**config.mk**
```make
export PLATFORM = sky130hd
export DESIGN_NAME = fb_pixel_writer_flat
export DESIGN_NICKNAME = d
export VERILOG_FILES = /design/src/rtl/fb_pixel_writer_if.sv /design/src/rtl/fb_pixel_writer.sv /design/src/flat_wrapper.sv
export SDC_FILE = /design/constraint.sdc
export NUM_CORES = 1
export LEC_CHECK = 0
export ABC_AREA = 1
export ABC_CLOCK_PERIOD_IN_PS = 3900
export BUFFER_PORTS_ARGS = -buffer_cell sky130_fd_sc_hd__buf_4
export CAP_MARGIN = 20
export CORE_UTILIZATION = 25
export DETAILED_ROUTE_END_ITERATION = 10
export SYNTH_ARGS = -nofsm -noshare
export SYNTH_HDL_FRONTEND = slang
export SYNTH_SLANG_ARGS = --single-unit
```
**constraint.sdc**
```tcl
create_clock -name clk -period 3.9 [get_ports clk]
set_input_delay 0.195 -clock clk [delete_from_list [all_inputs] [get_ports clk]]
set_output_delay 0.195 -clock clk [all_outputs]
set_load 0.005 [all_outputs]
```
**src/rtl/fb_pixel_writer_if.sv**
```systemverilog
// Sample-in / pixel-out bus of the framebuffer pixel writer.
// The line core and framebuffer side use "master"; the writer uses "slave".
interface fb_pixel_writer_if #(
   parameter int WIDTH  = 13,
   parameter int ADDR_W = 19,
   parameter int COL_W  = 3
);
   logic                    in_valid;
   logic                    in_ready;
   logic                    steep;
   logic signed [WIDTH-1:0] x_coord;
   logic signed [WIDTH-1:0] y_coord;
   logic [COL_W-1:0]        color_in;
   logic                    out_valid;
   logic                    out_ready;
   logic [ADDR_W-1:0]       FB_addr;
   logic [COL_W-1:0]        color_out;

   modport master (
      output in_valid, steep, x_coord, y_coord, color_in, out_ready,
      input  in_ready, out_valid, FB_addr, color_out
   );

   modport slave (
      input  in_valid, steep, x_coord, y_coord, color_in, out_ready,
      output in_ready, out_valid, FB_addr, color_out
   );
endinterface

```
**src/rtl/fb_pixel_writer.sv**
```systemverilog
// Framebuffer pixel writer: octant unswap, clipping, 2-stage address pipeline,
// output FIFO with backpressure and saturating pixel / clip statistics.
module fb_pixel_writer #(
   parameter int WIDTH  = 13,
   parameter int H_RES  = 640,
   parameter int V_RES  = 480,
   parameter int ADDR_W = 19,
   parameter int COL_W  = 3,
   parameter int DEPTH  = 4
) (
   input  logic               clk,
   input  logic               rst,
   fb_pixel_writer_if.slave   bus,
   output logic [15:0]        pix_count,
   output logic [15:0]        clip_count,
   output logic               idle
);
   localparam int PTR_W = $clog2(DEPTH);
   localparam int CNT_W = PTR_W + 1;
   localparam int OCC_W = PTR_W + 2;
   localparam int PW    = WIDTH + 33;
   localparam logic signed [WIDTH-1:0] H_LIM = WIDTH'(H_RES);
   localparam logic signed [WIDTH-1:0] V_LIM = WIDTH'(V_RES);

   logic                    s1_valid, s1_clip;
   logic signed [WIDTH-1:0] s1_px, s1_py;
   logic [COL_W-1:0]        s1_color;
   logic                    s2_valid, s2_clip;
   logic [ADDR_W-1:0]       s2_addr;
   logic [COL_W-1:0]        s2_color;

   logic [ADDR_W-1:0]       addr_mem  [DEPTH];
   logic [COL_W-1:0]        color_mem [DEPTH];
   logic [PTR_W-1:0]        wr_ptr, rd_ptr, rd_next;
   logic [CNT_W-1:0]        fifo_count, cnt_next;
   logic [OCC_W-1:0]        occ;
   logic                    accept, push, pop;

   logic signed [WIDTH-1:0] px, py;
   logic                    clip;
   logic [ADDR_W-1:0]       addr_calc;
   logic [ADDR_W-1:0]       head_addr;
   logic [COL_W-1:0]        head_color;

   // Every in-flight sample already owns a FIFO slot, so the pipeline never stalls
   assign occ           = OCC_W'(fifo_count) + OCC_W'(s1_valid) + OCC_W'(s2_valid);
   assign bus.in_ready  = rst && (occ < OCC_W'(DEPTH));
   assign accept        = bus.in_valid && bus.in_ready;
   assign bus.out_valid = (fifo_count != '0);
   assign pop           = bus.out_valid && bus.out_ready;
   assign push          = s2_valid && !s2_clip;
   assign rd_next       = rd_ptr + PTR_W'(pop);
   assign cnt_next      = fifo_count + CNT_W'(push) - CNT_W'(pop);
   assign idle          = !s1_valid && !s2_valid && (fifo_count == '0);
   assign bus.FB_addr   = head_addr;
   assign bus.color_out = head_color;

   always_comb begin
      px   = bus.steep ? bus.y_coord : bus.x_coord;
      py   = bus.steep ? bus.x_coord : bus.y_coord;
      clip = px[WIDTH-1] || (px >= H_LIM) || py[WIDTH-1] || (py >= V_LIM);
      addr_calc = ADDR_W'(PW'(s1_py) * PW'(H_RES) + PW'(s1_px));
   end

   always_ff @(posedge clk) begin
      if (!rst) begin
         s1_valid <= 1'b0;
         s2_valid <= 1'b0;
      end else begin
         s1_valid <= accept;
         s2_valid <= s1_valid;
      end
   end

   always_ff @(posedge clk) begin
      if (accept) begin
         s1_px    <= px;
         s1_py    <= py;
         s1_color <= bus.color_in;
         s1_clip  <= clip;
      end
      s2_addr  <= addr_calc;
      s2_color <= s1_color;
      s2_clip  <= s1_clip;
   end

   always_ff @(posedge clk) begin
      if (push) begin
         addr_mem[wr_ptr]  <= s2_addr;
         color_mem[wr_ptr] <= s2_color;
      end
   end

   // Head is registered so it can hold its last value (or 0 after reset) when empty
   always_ff @(posedge clk) begin
      if (!rst) begin
         wr_ptr     <= '0;
         rd_ptr     <= '0;
         fifo_count <= '0;
         head_addr  <= '0;
         head_color <= '0;
         pix_count  <= '0;
         clip_count <= '0;
      end else begin
         if (push) wr_ptr <= wr_ptr + PTR_W'(1);
         rd_ptr     <= rd_next;
         fifo_count <= cnt_next;
         if (cnt_next != '0) begin
            if (push && (wr_ptr == rd_next)) begin
               head_addr  <= s2_addr;
               head_color <= s2_color;
            end else begin
               head_addr  <= addr_mem[rd_next];
               head_color <= color_mem[rd_next];
            end
         end
         if (pop && (pix_count != 16'hFFFF)) pix_count <= pix_count + 16'd1;
         if (s2_valid && s2_clip && (clip_count != 16'hFFFF)) clip_count <= clip_count + 16'd1;
      end
   end
endmodule
```
**src/flat_wrapper.sv**
```systemverilog
// flat-port wrapper written by rule: the top's interface ports become plain ports
module fb_pixel_writer_flat 
#(
   parameter int WIDTH  = 13,
   parameter int H_RES  = 640,
   parameter int V_RES  = 480,
   parameter int ADDR_W = 19,
   parameter int COL_W  = 3,
   parameter int DEPTH  = 4
)
  (clk, rst, pix_count, clip_count, idle, bus_in_valid, bus_steep, bus_x_coord, bus_y_coord, bus_color_in, bus_out_ready, bus_in_ready, bus_out_valid, bus_FB_addr, bus_color_out);
  fb_pixel_writer_if #(.WIDTH(WIDTH), .ADDR_W(ADDR_W), .COL_W(COL_W)) bus_i ();
  input  logic clk;
  input  logic rst;
  output logic [15:0] pix_count;
  output logic [15:0] clip_count;
  output logic idle;
  input wire logic [$bits(bus_i.in_valid)-1:0] bus_in_valid;
  input wire logic [$bits(bus_i.steep)-1:0] bus_steep;
  input wire logic [$bits(bus_i.x_coord)-1:0] bus_x_coord;
  input wire logic [$bits(bus_i.y_coord)-1:0] bus_y_coord;
  input wire logic [$bits(bus_i.color_in)-1:0] bus_color_in;
  input wire logic [$bits(bus_i.out_ready)-1:0] bus_out_ready;
  output wire logic [$bits(bus_i.in_ready)-1:0] bus_in_ready;
  output wire logic [$bits(bus_i.out_valid)-1:0] bus_out_valid;
  output wire logic [$bits(bus_i.FB_addr)-1:0] bus_FB_addr;
  output wire logic [$bits(bus_i.color_out)-1:0] bus_color_out;
  assign bus_i.in_valid = bus_in_valid;
  assign bus_i.steep = bus_steep;
  assign bus_i.x_coord = bus_x_coord;
  assign bus_i.y_coord = bus_y_coord;
  assign bus_i.color_in = bus_color_in;
  assign bus_i.out_ready = bus_out_ready;
  assign bus_in_ready = bus_i.in_ready;
  assign bus_out_valid = bus_i.out_valid;
  assign bus_FB_addr = bus_i.FB_addr;
  assign bus_color_out = bus_i.color_out;
  fb_pixel_writer #(.WIDTH(WIDTH), .H_RES(H_RES), .V_RES(V_RES), .ADDR_W(ADDR_W), .COL_W(COL_W), .DEPTH(DEPTH)) u_core (.clk(clk), .rst(rst), .bus(bus_i), .pix_count(pix_count), .clip_count(clip_count), .idle(idle));
endmodule
```
==> results of run 1 <==
## tightest hold or removal path, stage by stage
cell     delay (ns)
buf_4          0.08
nand2_1        0.04
nand2_1        0.07
## cell type report
type | count | area share
Clock buffer | 28 | 0.0487
Timing Repair Buffer | 114 | 0.0740
Tap cell | 518 | 0.0543
Clock inverter | 8 | 0.00807
Multi-Input combinational cell | 795 | 0.338
Inverter | 124 | 0.0390
Sequential cell | 203 | 0.438
## cells by family after synthesis
family / share of synthesized area
xor gates and xnor gates: 0.0292
buffers and inverters: 0.0662
adders and majority gates: 0.0566
AOI/OAI and AO/OA: 0.0692
DFF: 0.528
and+or+nand+nor: 0.250
## what timing repair did
action                    CTS  global route
hold endpoints to repair   11             0
buffers inserted            0             0
hold buffers               11             0
## final timing paths
path / start / end / slack [ns] / cells after the start
setup reg to reg: u_core.fifo_count[1] / u_core.bus.FB_addr[1] / 0.78 / 13
setup / recovery: u_core.fifo_count[1] / u_core.bus.FB_addr[1] / 0.78 / 13
hold / removal: bus_x_coord[6] / u_core.s1_px[6] / 0.01 / 3
hold reg to reg: u_core.s1_color[0] / u_core.s2_color[0] / 0.34 / 0
## metrics by stage
stage	hold WS (ns)	total power, W	cell area, um^2	std cells	util
6_report	0.0148	0.00714	11900	1790	0.308
3_5_place_dp	0.327	0.00521	11200	1743	0.287
3_3_place_gp	0.326	0.00516	11200	1743	0.287
5_1_grt	0.0219	0.00767	11900	1790	0.308
2_1_floorplan	0.294	0.00442	9910	1162	-
4_1_cts	0.00230	0.00724	11900	1790	0.308
## power by group
group	switching, W	internal [W]	leakage (nW)	total, W
sequential	0.000196	0.00256	1.77	0.00276
clock	0.000812	0.00118	0.333	0.00199
combinational	0.00151	0.000882	3.14	0.00239
total	0.00252	0.00462	5.24	0.00714
## cells in the mapped netlist
| cell type | count | share of area |
|---|---|---|
| nand2_1 | 450 | 0.17 |
| inv_1 | 120 | 0.045 |
| edfxtp_1 | 117 | 0.35 |
| dfxtp_1 | 86 | 0.17 |
| nor2_1 | 53 | 0.020 |
| a21oi_1 | 44 | 0.022 |
| o21ai_0 | 44 | 0.022 |
| ha_1 | 40 | 0.051 |
| nand3_1 | 37 | 0.019 |
| nand4_1 | 37 | 0.023 |
| clkbuf_1 | 20 | 0.0076 |
| xor2_1 | 18 | 0.016 |
| xnor2_1 | 15 | 0.013 |
| buf_2 | 14 | 0.0071 |
| o21bai_1 | 14 | 0.011 |
| a21oi_2 | 9 | 0.0080 |
| nor3_1 | 7 | 0.0035 |
| nor2_2 | 5 | 0.0032 |
| fa_1 | 3 | 0.0061 |
| inv_2 | 3 | 0.0011 |
| nor2_4 | 3 | 0.0034 |
| a21o_1 | 2 | 0.0015 |
| a31oi_1 | 2 | 0.0013 |
| and2_1 | 2 | 0.0013 |
| buf_1 | 2 | 0.00076 |
| buf_4 | 2 | 0.0015 |
| buf_6 | 2 | 0.0023 |
| nand2_2 | 2 | 0.0013 |
| nand2_4 | 2 | 0.0023 |
| nand3_2 | 2 | 0.0020 |
| a21boi_0 | 1 | 0.00076 |
| clkinv_1 | 1 | 0.00038 |
| nand3b_1 | 1 | 0.00076 |
| o21a_1 | 1 | 0.00076 |
| o21bai_4 | 1 | 0.0019 |
## layout by cell type, fill, tap and decap left out, types with 3 or more instances in the layout
cell           Yosys  routed
clkbuf_1          20       4
a21oi_1           44      44
nor2_1            53      48
inv_1            120     120
buf_4              2     103
xor2_1            18      18
fa_1               3       3
nand2_1          450     450
clkbuf_8           0       3
clkinv_2           0       4
nor3_1             7       7
o21bai_1          14      14
nor2_4             3       4
ha_1              40      40
a21oi_2            9       9
xnor2_1           15      15
clkbuf_16          0      21
dlygate4sd3_1      0      11
edfxtp_1         117     117
inv_2              3       3
nand4_1           37      37
nand3_1           37      37
o21ai_0           44      44
nor2_2             5       9
dfxtp_1           86      86
## routing by layer
| layer | GRT usage | vias to the layer above |
|---|---|---|
| li1 | - | 3949 |
| met1 | 0.151 | 3514 |
| met2 | 0.192 | 179 |
| met3 | 0.0201 | 29 |
| met4 | 0.0267 | 0 |
| met5 | 0 | - |
## state kept, by name (all words and copies together) (netlist names)
register / flops
u_core.color_mem: 12
u_core.s1_py: 12
u_core.fifo_count: 3
u_core.s1_clip: 1
u_core.addr_mem: 76
u_core.wr_ptr: 2
u_core.rd_ptr: 2
u_core.s2_clip: 1
u_core.s2_addr: 19
u_core.s1_color: 3
u_core.s1_valid: 1
u_core.clip_count: 16
u_core.bus.color_out: 3
u_core.bus.FB_addr: 19
u_core.s2_valid: 1
u_core.s1_px: 13
u_core.pix_count: 16
u_core.s2_color: 3
==> metrics.yaml, run 1 <==
setup_path:
  cp_num_buf_inv: 4
  slowest_stage: "dfxtp_1"
  crit_path_end_kind: "flop"
  crit_path_cell_trace: "nor3_1, nor2_2, ha_1, inv_1, ha_1, inv_1, fa_1, xnor2_1, nand3_1, buf_4, o21ai_0, o21bai_1, inv_1"
  critPathArrivalTime_ns: 3.51
  path_class: "reg2reg"
  cp_max_fo: 12
  cp.required_ns: 4.29
  crit_family: "adder cells"
  crit_path_start_kind: "flop"
  critical_path.max_stage_delay_ns: 0.42
  critical_path.most_common_cell: "inv_1"
placement:
  dp_hpwl_mm: 15.7
  post-place-ws_ns: 0.756
  gp_congestion: 0.800
  port_buffers: 90
cts:
  cts_max_level: 1
  cts_buffers: 21
  clk_path_buf_depth: 3
  cts_root_buf: "clkbuf_16"
  cts_tree: "built"
  cts.sinks: 203
  path_clk_slew_ns: 0.06
  clkLatencyLatePin_ns: 0.50
  postCtsResizedCells: 0
synth:
  avgSynthCellArea_um2: 8.52
  syn-num-nets: 1239
  synth_cells: 1162
  netlist_area_mm2: 0.00991
  yosysWarnings: 0
  ys_ff_latch: 203
  synth-seq-area-share: 0.528
  synth_cell_type_count: 35
sta:
  skew_ns: 0.00947
  setup_viol: 0
  fin_tns_setup_ns: 0
  relSlewSlack: 0.328
  fmax_mhz: 321
  slew_viol_final: 0
  rsz0062_at_grt: "no"
  hold_viol: 0
  max_slew.worst_pin.slew_ns: 1.00
  finalCriticalPeriod_ns: 3.12
  finalWorstSetupSlack_ns: 0.785
  final.period_utilization: 0.799
job:
  max-cap-violations: 0
floorplanning:
  initial_core_util: 0.255
  die_w_um: 201
  io_pins: 91
  die-area_mm2: 0.0404
  die_h_um: 201
  core_mm2: 0.0388
  fp-row-count: 72
power_and_ir_drop:
  p_leak_nw: 5.24
  power_density_mw_per_mm2: 598
  peakVddDrop_v: 0.000313
cells_and_area:
  multi_input_comb_area_mm2: 0.00403
  drive_gt1_frac: 0.131
  fillers: 4051
  seq_area_mm2: 0.00524
  area_growth_pct: 20.6
  num_antenna_cells: 0
  final_nets: 1336
drt:
  vias: 7671
  drtIter0Drc: 389
  drt-wirelength-per-cell_um: 12.9
  drc: 0
  wl_mm: 23.1
  vias_per_cell: 4.29
  ant_nets: 0
  met3_length_mm: 1.26
  dr.pass1.iters: 5
  met1Wirelength_mm: 10.8
  met2_length_mm: 10.6
  top_layer: "met4"
global_routing:
  antenna_found_initial: 0
  grt_usage: 0.114
  grt_max_degree: 45
  grt_pass1_wl_mm: 37.7
  overflow: 0
  grt_pass1_vias: 7215
status:
  status: "completed"
hold_path:
  hold_path_class: "in2reg"
Note: power is estimated with default switching activity, not from simulation.
==> run 2, diff against run 1 <==
- ABC_CLOCK_PERIOD_IN_PS: 3900 -> 2710
- clock period: 3.9 -> 2.71 ns (I/O delays scaled with it)
==> metrics.yaml, run 2 (synthesized netlist as in run 1, its figures left out) <==
cells_and_area:
  final_nets: 1379  # was 1336
  num_antenna_cells: 0  # unchanged
  layout.cells.most_common: "nand2_1"  # unchanged
  final_util: 0.323  # was 0.308
  final_cell_count_no_fill: 1836  # was 1790
  stdcell_area_mm2: 0.0125  # was 0.0119 mm^2
  largest_reg_flops: 76  # unchanged
  final_cell_mix: "nand2_1, buf_4, inv_1, edfxtp_1, dfxtp_1"  # was nand2_1, inv_1, edfxtp_1
  regMostFlops: "u_core.addr_mem"  # unchanged
  fillers: 3992  # was 4051
  area_growth_pct: 26.6  # was 20.6%
  drive_gt1_frac: 0.168  # was 0.131
floorplanning:
  die_w_um: 201  # unchanged
  die_h_um: 201  # unchanged
  fp-row-count: 72  # unchanged
  initial_core_util: 0.255  # unchanged
  core_mm2: 0.0388  # unchanged
  die-area_mm2: 0.0404  # unchanged
  io_pins: 91  # unchanged
sta:
  skew_ns: 0.00752  # was 0.00947 ns
  hold_ws_ns: 0.0300  # was 0.0148 ns
  max_slew.worst_pin.slew_ns: 0.446  # was 1.00 ns
  hold_viol: 0  # unchanged
  final.period_utilization: 1.03  # was 0.799
  rsz0062_at_grt: "yes"  # was no
  finalWorstSetupSlack_ns: -0.0714  # was 0.785 ns
  setup_viol: 1  # was 0
  fmax_mhz: 360  # was 321 MHz
  slew_viol_final: 0  # unchanged
  relSlewSlack: 0.702  # was 0.328
  finalCriticalPeriod_ns: 2.78  # was 3.12 ns
global_routing:
  grt_pass1_wl_mm: 37.7  # about the same
  grt_pass1_vias: 7515  # was 7215
  grt_usage: 0.114  # about the same
  overflow: 0  # unchanged
  antenna_found_initial: 0  # unchanged
  grt_max_degree: 34  # was 45
setup_path:
  regToRegStartpoint: "u_core.s1_py[3]"  # was u_core.fifo_count[1]
  crit_family: "adder cells"  # unchanged
  crit_path_start_kind: "flop"  # unchanged
  crit_path_end_kind: "flop"  # unchanged
  crit_path_cell_trace: "ha_1, ha_2, inv_2, fa_2, inv_2, nand3_2, nand2_2, a31oi_2, xnor2_1, ha_1, buf_6, nand2_2, nor2_1, nand3b_1, nand3_1, xor2_1"  # was nor3_1, nor2_2, ha_1, inv_1, ha_1, inv_1, fa_1, xnor2_1, nand3_1, buf_4, o21ai_0, o21bai_1, inv_1
  crit_cells: 16  # was 13
  path_class: "reg2reg"  # unchanged
  cp.required_ns: 3.14  # was 4.29 ns
  slowest_stage: "edfxtp_1"  # was dfxtp_1
  critPathArrivalTime_ns: 3.21  # was 3.51 ns
  r2r_slack_ns: -0.07  # was 0.78 ns
  critical_path.max_stage_delay_ns: 0.41  # was 0.42 ns
  cp_num_buf_inv: 3  # was 4
  crit_end: "u_core.s2_addr[17]"  # was u_core.bus.FB_addr[1]
  r2r-end: "u_core.s2_addr[17]"  # was u_core.bus.FB_addr[1]
  startpoint: "u_core.s1_py[3]"  # was u_core.fifo_count[1]
  worstRegToRegCells: 16  # was 13
  cp_max_fo: 3  # was 12
power_and_ir_drop:
  totalPowerFinal_w: 0.0111  # was 0.00714 W
  peakVddDrop_v: 0.000558  # was 0.000313 V
  power_density_mw_per_mm2: 881  # was 598 mW/mm^2
  p_leak_nw: 5.51  # was 5.24 nW
drt:
  wl_mm: 23.4  # was 23.1 mm
  dr.pass1.iters: 8  # was 5
  vias_per_cell: 4.26  # was 4.29
  drc: 0  # unchanged
  vias: 7822  # was 7671
  drt-wirelength-per-cell_um: 12.8  # was 12.9 um
  drtIter0Drc: 344  # was 389
  ant_nets: 0  # unchanged
job:
  max-cap-violations: 0  # unchanged
placement:
  dp_hpwl_mm: 15.7  # about the same
  dp.cells: 1762  # was 1743
  dpl_cell_area_mm2: 0.0113  # was 0.0112 mm^2
  gp_congestion: 0.814  # was 0.800
  port_buffers: 90  # unchanged
cts:
  cts.sinks: 203  # unchanged
  cts_root_buf: "clkbuf_16"  # unchanged
  path_clk_slew_ns: 0.06  # about the same
  cts_buffers: 23  # was 21
  cts_max_level: 1  # unchanged
  clk_path_buf_depth: 3  # unchanged
  cts_tree: "built"  # unchanged
  clkLatencyLatePin_ns: 0.50  # about the same
status:
  violations: "setup timing"
  status: "finished with violations"  # was completed
hold_path:
  hold_path_class: "in2reg"  # unchanged
[run 2: cell types whose count changed in the layout (fill, tap and decap cells not counted), moves of 4 or more]
| cell | before | now |
|---|---|---|
| buf_4 | 103 | 125 |
| dlygate4sd3_1 | 11 | 25 |
| nand2_1 | 450 | 444 |
| nand2_2 | 2 | 8 |
| a21oi_1 | 44 | 40 |
| a21oi_2 | 9 | 13 |
| buf_12 | 0 | 4 |
| ha_1 | 40 | 36 |
[run 2: tightest hold or removal path, cell delays in order]
cell and delay [ns]:
buf_4 0.08, inv_1 0.04, o21ai_0 0.16
[run 2: how the worst min path moves through the flow]
| stage | depth (start not counted) | endpoint | start | slack (ns) |
|---|---|---|---|---|
| 4_1_cts | 3 | u_core.s1_px[3] | bus_y_coord[3] | 0.01 |
| 6_report | 3 | u_core.s1_px[3] | bus_y_coord[3] | 0.03 |
| 3_5_place_dp | 1 | u_core.s1_color[1] | bus_color_in[1] | 0.32 |
| 5_1_grt | 3 | u_core.clip_count[11] | rst | 0.04 |
| 3_3_place_gp | 1 | u_core.s1_color[1] | bus_color_in[1] | 0.32 |
| 2_1_floorplan | 0 | u_core.s1_color[0] | bus_color_in[0] | 0.23 |
[run 2: area by class of cell]
type                    count  area, um^2  share of cell area
multi-input cells         795        4130               0.330
clock buffers              31         626              0.0499
flip-flops and latches    203        5240               0.417
repair buffers            155        1280               0.102
clock inverters            10         155              0.0124
inverters                 124         465              0.0371
well taps                 518         648              0.0517
[run 2: per-stage QoR]
stage          worst slack [ns]  TNS (ns)
2_1_floorplan            0.0638         0
3_3_place_gp            -0.0251   -0.0251
3_5_place_dp             -0.131    -0.246
4_1_cts                 -0.0570   -0.0829
5_1_grt                  -0.222    -0.702
6_report                -0.0714   -0.0714
[run 2: where the power goes]
| part | internal, W | switching, W |
|---|---|---|
| Clock | 0.00200 | 0.00122 |
| Sequential | 0.00369 | 0.000255 |
| Combinational | 0.00157 | 0.00231 |
| Total | 0.00726 | 0.00379 |
[run 2: what timing repair did]
item                                   4_1_cts  5_1_grt
endpoints found under the hold margin       25        0
resized for setup                            7       20
hold buffers                                25        0
setup buffers                                4        4
pin swaps                                   17       10
setup endpoints to repair                    4       27
[run 2: routing by layer]
layer	up-vias	global-route usage	wire, um
li1	4037	-	-
met1	3585	0.145	10700
met2	161	0.199	11200
met3	39	0.0172	925
met4	0	0.0303	527
met5	-	0	0
==> run 3, diff against run 2 <==
- ABC_AREA: 1 -> 0
- ABC_CLOCK_PERIOD_IN_PS: 2710 -> 2980
- clock period: 2.71 -> 2.98 ns (I/O delays scaled with it)
==> metrics.yaml, run 3 <==
sta:
  finalCriticalPeriod_ns: 2.89  # was 2.78 ns
  max_slew.worst_pin.slew_ns: 0.584  # was 0.446 ns
  final.period_utilization: 0.969  # was 1.03
  rsz0062_at_grt: "yes"  # unchanged
  hold_viol: 0  # unchanged
  relSlewSlack: 0.610  # was 0.702
  setup_viol: 0  # was 1
  skew_ns: 0.00903  # was 0.00752 ns
  slew_viol_final: 0  # unchanged
  hold_ws_ns: 0.0264  # was 0.0300 ns
  fmax_mhz: 346  # was 360 MHz
cts:
  cts_root_buf: "clkbuf_16"  # unchanged
  cts_buffers: 21  # was 23
  cts_max_level: 1  # unchanged
  clk_path_buf_depth: 3  # unchanged
  cts_tree: "built"  # unchanged
  cts.sinks: 203  # unchanged
  path_clk_slew_ns: 0.06  # about the same
  clkLatencyLatePin_ns: 0.50  # about the same
drt:
  vias: 5398  # was 7822
  drc: 0  # unchanged
  drtIter0Drc: 246  # was 344
  vias_per_cell: 4.25  # was 4.26
  drt-wirelength-per-cell_um: 14.6  # was 12.8 um
  wl_mm: 18.6  # was 23.4 mm
  ant_nets: 0  # unchanged
  dr.pass1.iters: 4  # was 8
power_and_ir_drop:
  power_density_mw_per_mm2: 847  # was 881 mW/mm^2
  peakVddDrop_v: 0.000640  # was 0.000558 V
  totalPowerFinal_w: 0.00966  # was 0.0111 W
  p_leak_nw: 4.44  # was 5.51 nW
synth:
  netlist_area_mm2: 0.00884  # was 0.00991 mm^2
  synth_top_area_frac: 0.398  # was 0.355
  synthArstFlopShare: 0  # unchanged
  synth-seq-area-share: 0.592  # was 0.528
  synthTopCellsByArea: "edfxtp_1, dfxtp_1, ha_1"  # was edfxtp_1, dfxtp_1, nand2_1
  syn-num-nets: 720  # was 1239
  synth_cells: 643  # was 1162
  yosys.area.top_type: "edfxtp_1"  # unchanged
  synth-main-ff-cell: "edfxtp_1"  # unchanged
  synth_cell_type_count: 58  # was 35
  post-synth-top-count-cell: "edfxtp_1"  # was nand2_1
  yosysWarnings: 0  # unchanged
  avgSynthCellArea_um2: 13.7  # was 8.52 um^2
  synth-edff-count: 117  # unchanged
  ys_ff_latch: 203  # unchanged
  ys_top_cells_by_count: "edfxtp_1, dfxtp_1, and2_1"  # was nand2_1, inv_1, edfxtp_1
cells_and_area:
  largest_reg_flops: 76  # unchanged
  final_nets: 876  # was 1379
  num_antenna_cells: 0  # unchanged
  final_cell_mix: "edfxtp_1, buf_4, dfxtp_1"  # was nand2_1, buf_4, inv_1, edfxtp_1, dfxtp_1
  layout.cells.most_common: "edfxtp_1"  # was nand2_1
  regMostFlops: "u_core.addr_mem"  # unchanged
  area_growth_pct: 28.9  # was 26.6%
  drive_gt1_frac: 0.276  # was 0.168
global_routing:
  grt_pass1_wl_mm: 28.1  # was 37.7 mm
  met3_usage: 0.0207  # was 0.0172
  overflow: 0  # unchanged
  use_met1: 0.126  # was 0.145
  grt_pass1_vias: 5346  # was 7515
  grt_max_degree: 64  # was 34
  grt_usage: 0.0974  # was 0.114
  met2_usage: 0.165  # was 0.199
  antenna_found_initial: 1  # was 0
  grt_busiest_layer: "met2"  # unchanged
floorplanning:
  die-area_mm2: 0.0361  # was 0.0404 mm^2
  io_pins: 91  # unchanged
  fp-row-count: 68  # was 72
  die_h_um: 190  # was 201 um
  core_mm2: 0.0346  # was 0.0388 mm^2
  die_w_um: 190  # was 201 um
  initial_core_util: 0.255  # about the same
placement:
  gp_congestion: 0.795  # was 0.814
  dp_hpwl_mm: 11.7  # was 15.7 mm
  port_buffers: 90  # unchanged
setup_path:
  cp_max_fo: 3  # unchanged
  crit_path_start_kind: "flop"  # unchanged
  crit_path_end_kind: "flop"  # unchanged
  critPathArrivalTime_ns: 3.33  # was 3.21 ns
  path_class: "reg2reg"  # unchanged
  cp.required_ns: 3.42  # was 3.14 ns
status:
  status: "completed"  # was finished with violations
hold_path:
  hold_path_class: "in2reg"  # unchanged
job:
  max-cap-violations: 0  # unchanged
run 3: cells by family after synthesis:
logic type                 count (synthesis)  synth area share
DFF                                      203             0.592
and+or+nand+nor                          147             0.101
AOI/OAI and AO/OA                         81            0.0529
muxes                                     70             0.114
xor gates and xnor gates                  53            0.0534
buffers and inverters                     46            0.0232
adders and majority gates                 43            0.0634
run 3: critical path, cell delays in order, from the launching register on:
cell and delay, ns:
edfxtp_1 0.41, ha_1 0.32, ha_1 0.30, a21o_1 0.19, a21oi_2 0.17, xnor2_1 0.16, ha_1 0.27, or2_1 0.24
a21oi_2 0.13, a21oi_1 0.08, or4b_1 0.47, nand4b_1 0.09
run 3: worst paths after layout:
check | to | cells past startpoint | startpoint | slack [ns]
setup / recovery | u_core.s2_addr[17] | 11 | u_core.s1_py[4] | 0.09
hold / removal | u_core.s1_valid | 3 | rst | 0.03
setup reg to reg | u_core.s2_addr[17] | 11 | u_core.s1_py[4] | 0.09
hold reg to reg | u_core.s2_addr[0] | 0 | u_core.s1_px[0] | 0.34
run 3: stage by stage:
stage / utilization / std cells / cell area [um^2] / setup WS [ns] / setup TNS (ns)
3_5_place_dp: 0.293 / 1181 / 10100 / -0.00614 / -0.00614
3_3_place_gp: 0.293 / 1181 / 10100 / 0.0432 / 0
5_1_grt: 0.329 / 1269 / 11400 / -0.0584 / -0.0986
2_1_floorplan: - / 643 / 8840 / 0.0949 / 0
4_1_cts: 0.325 / 1261 / 11200 / 0.00168 / 0
6_report: 0.329 / 1269 / 11400 / 0.0915 / 0
run 3: layer usage:
metal	part of all wire	vias to the layer above
li1	-	2689
met1	0.45	2563
met2	0.48	120
met3	0.053	26
met4	0.019	0
met5	0	-
run 3: area by class of cell:
cell class,count,area (um^2)
well taps,455,569
repair buffers,156,1380
multi-input cells,394,3450
flip-flops and latches,203,5240
clock buffers,26,564
fillers,3381,23200
inverters,23,86.3
clock inverters,12,113
run 3: where the power goes:
group / leakage (nW) / total [W] / internal (W) / switching, W
clock network: 0.334 / 0.00259 / 0.00152 / 0.00107
registers: 1.77 / 0.00361 / 0.00338 / 0.000234
logic: 2.34 / 0.00346 / 0.00178 / 0.00168
run 3: what timing repair did:
action | in CTS | in global routing
hold buffers | 42 | 0
setup buffers | 0 | 4
gates cloned | 0 | 4
setup endpoints to repair | 1 | 24
gates resized for setup | 1 | 31
pin swaps | 0 | 11
endpoints found under the hold margin | 29 | 0
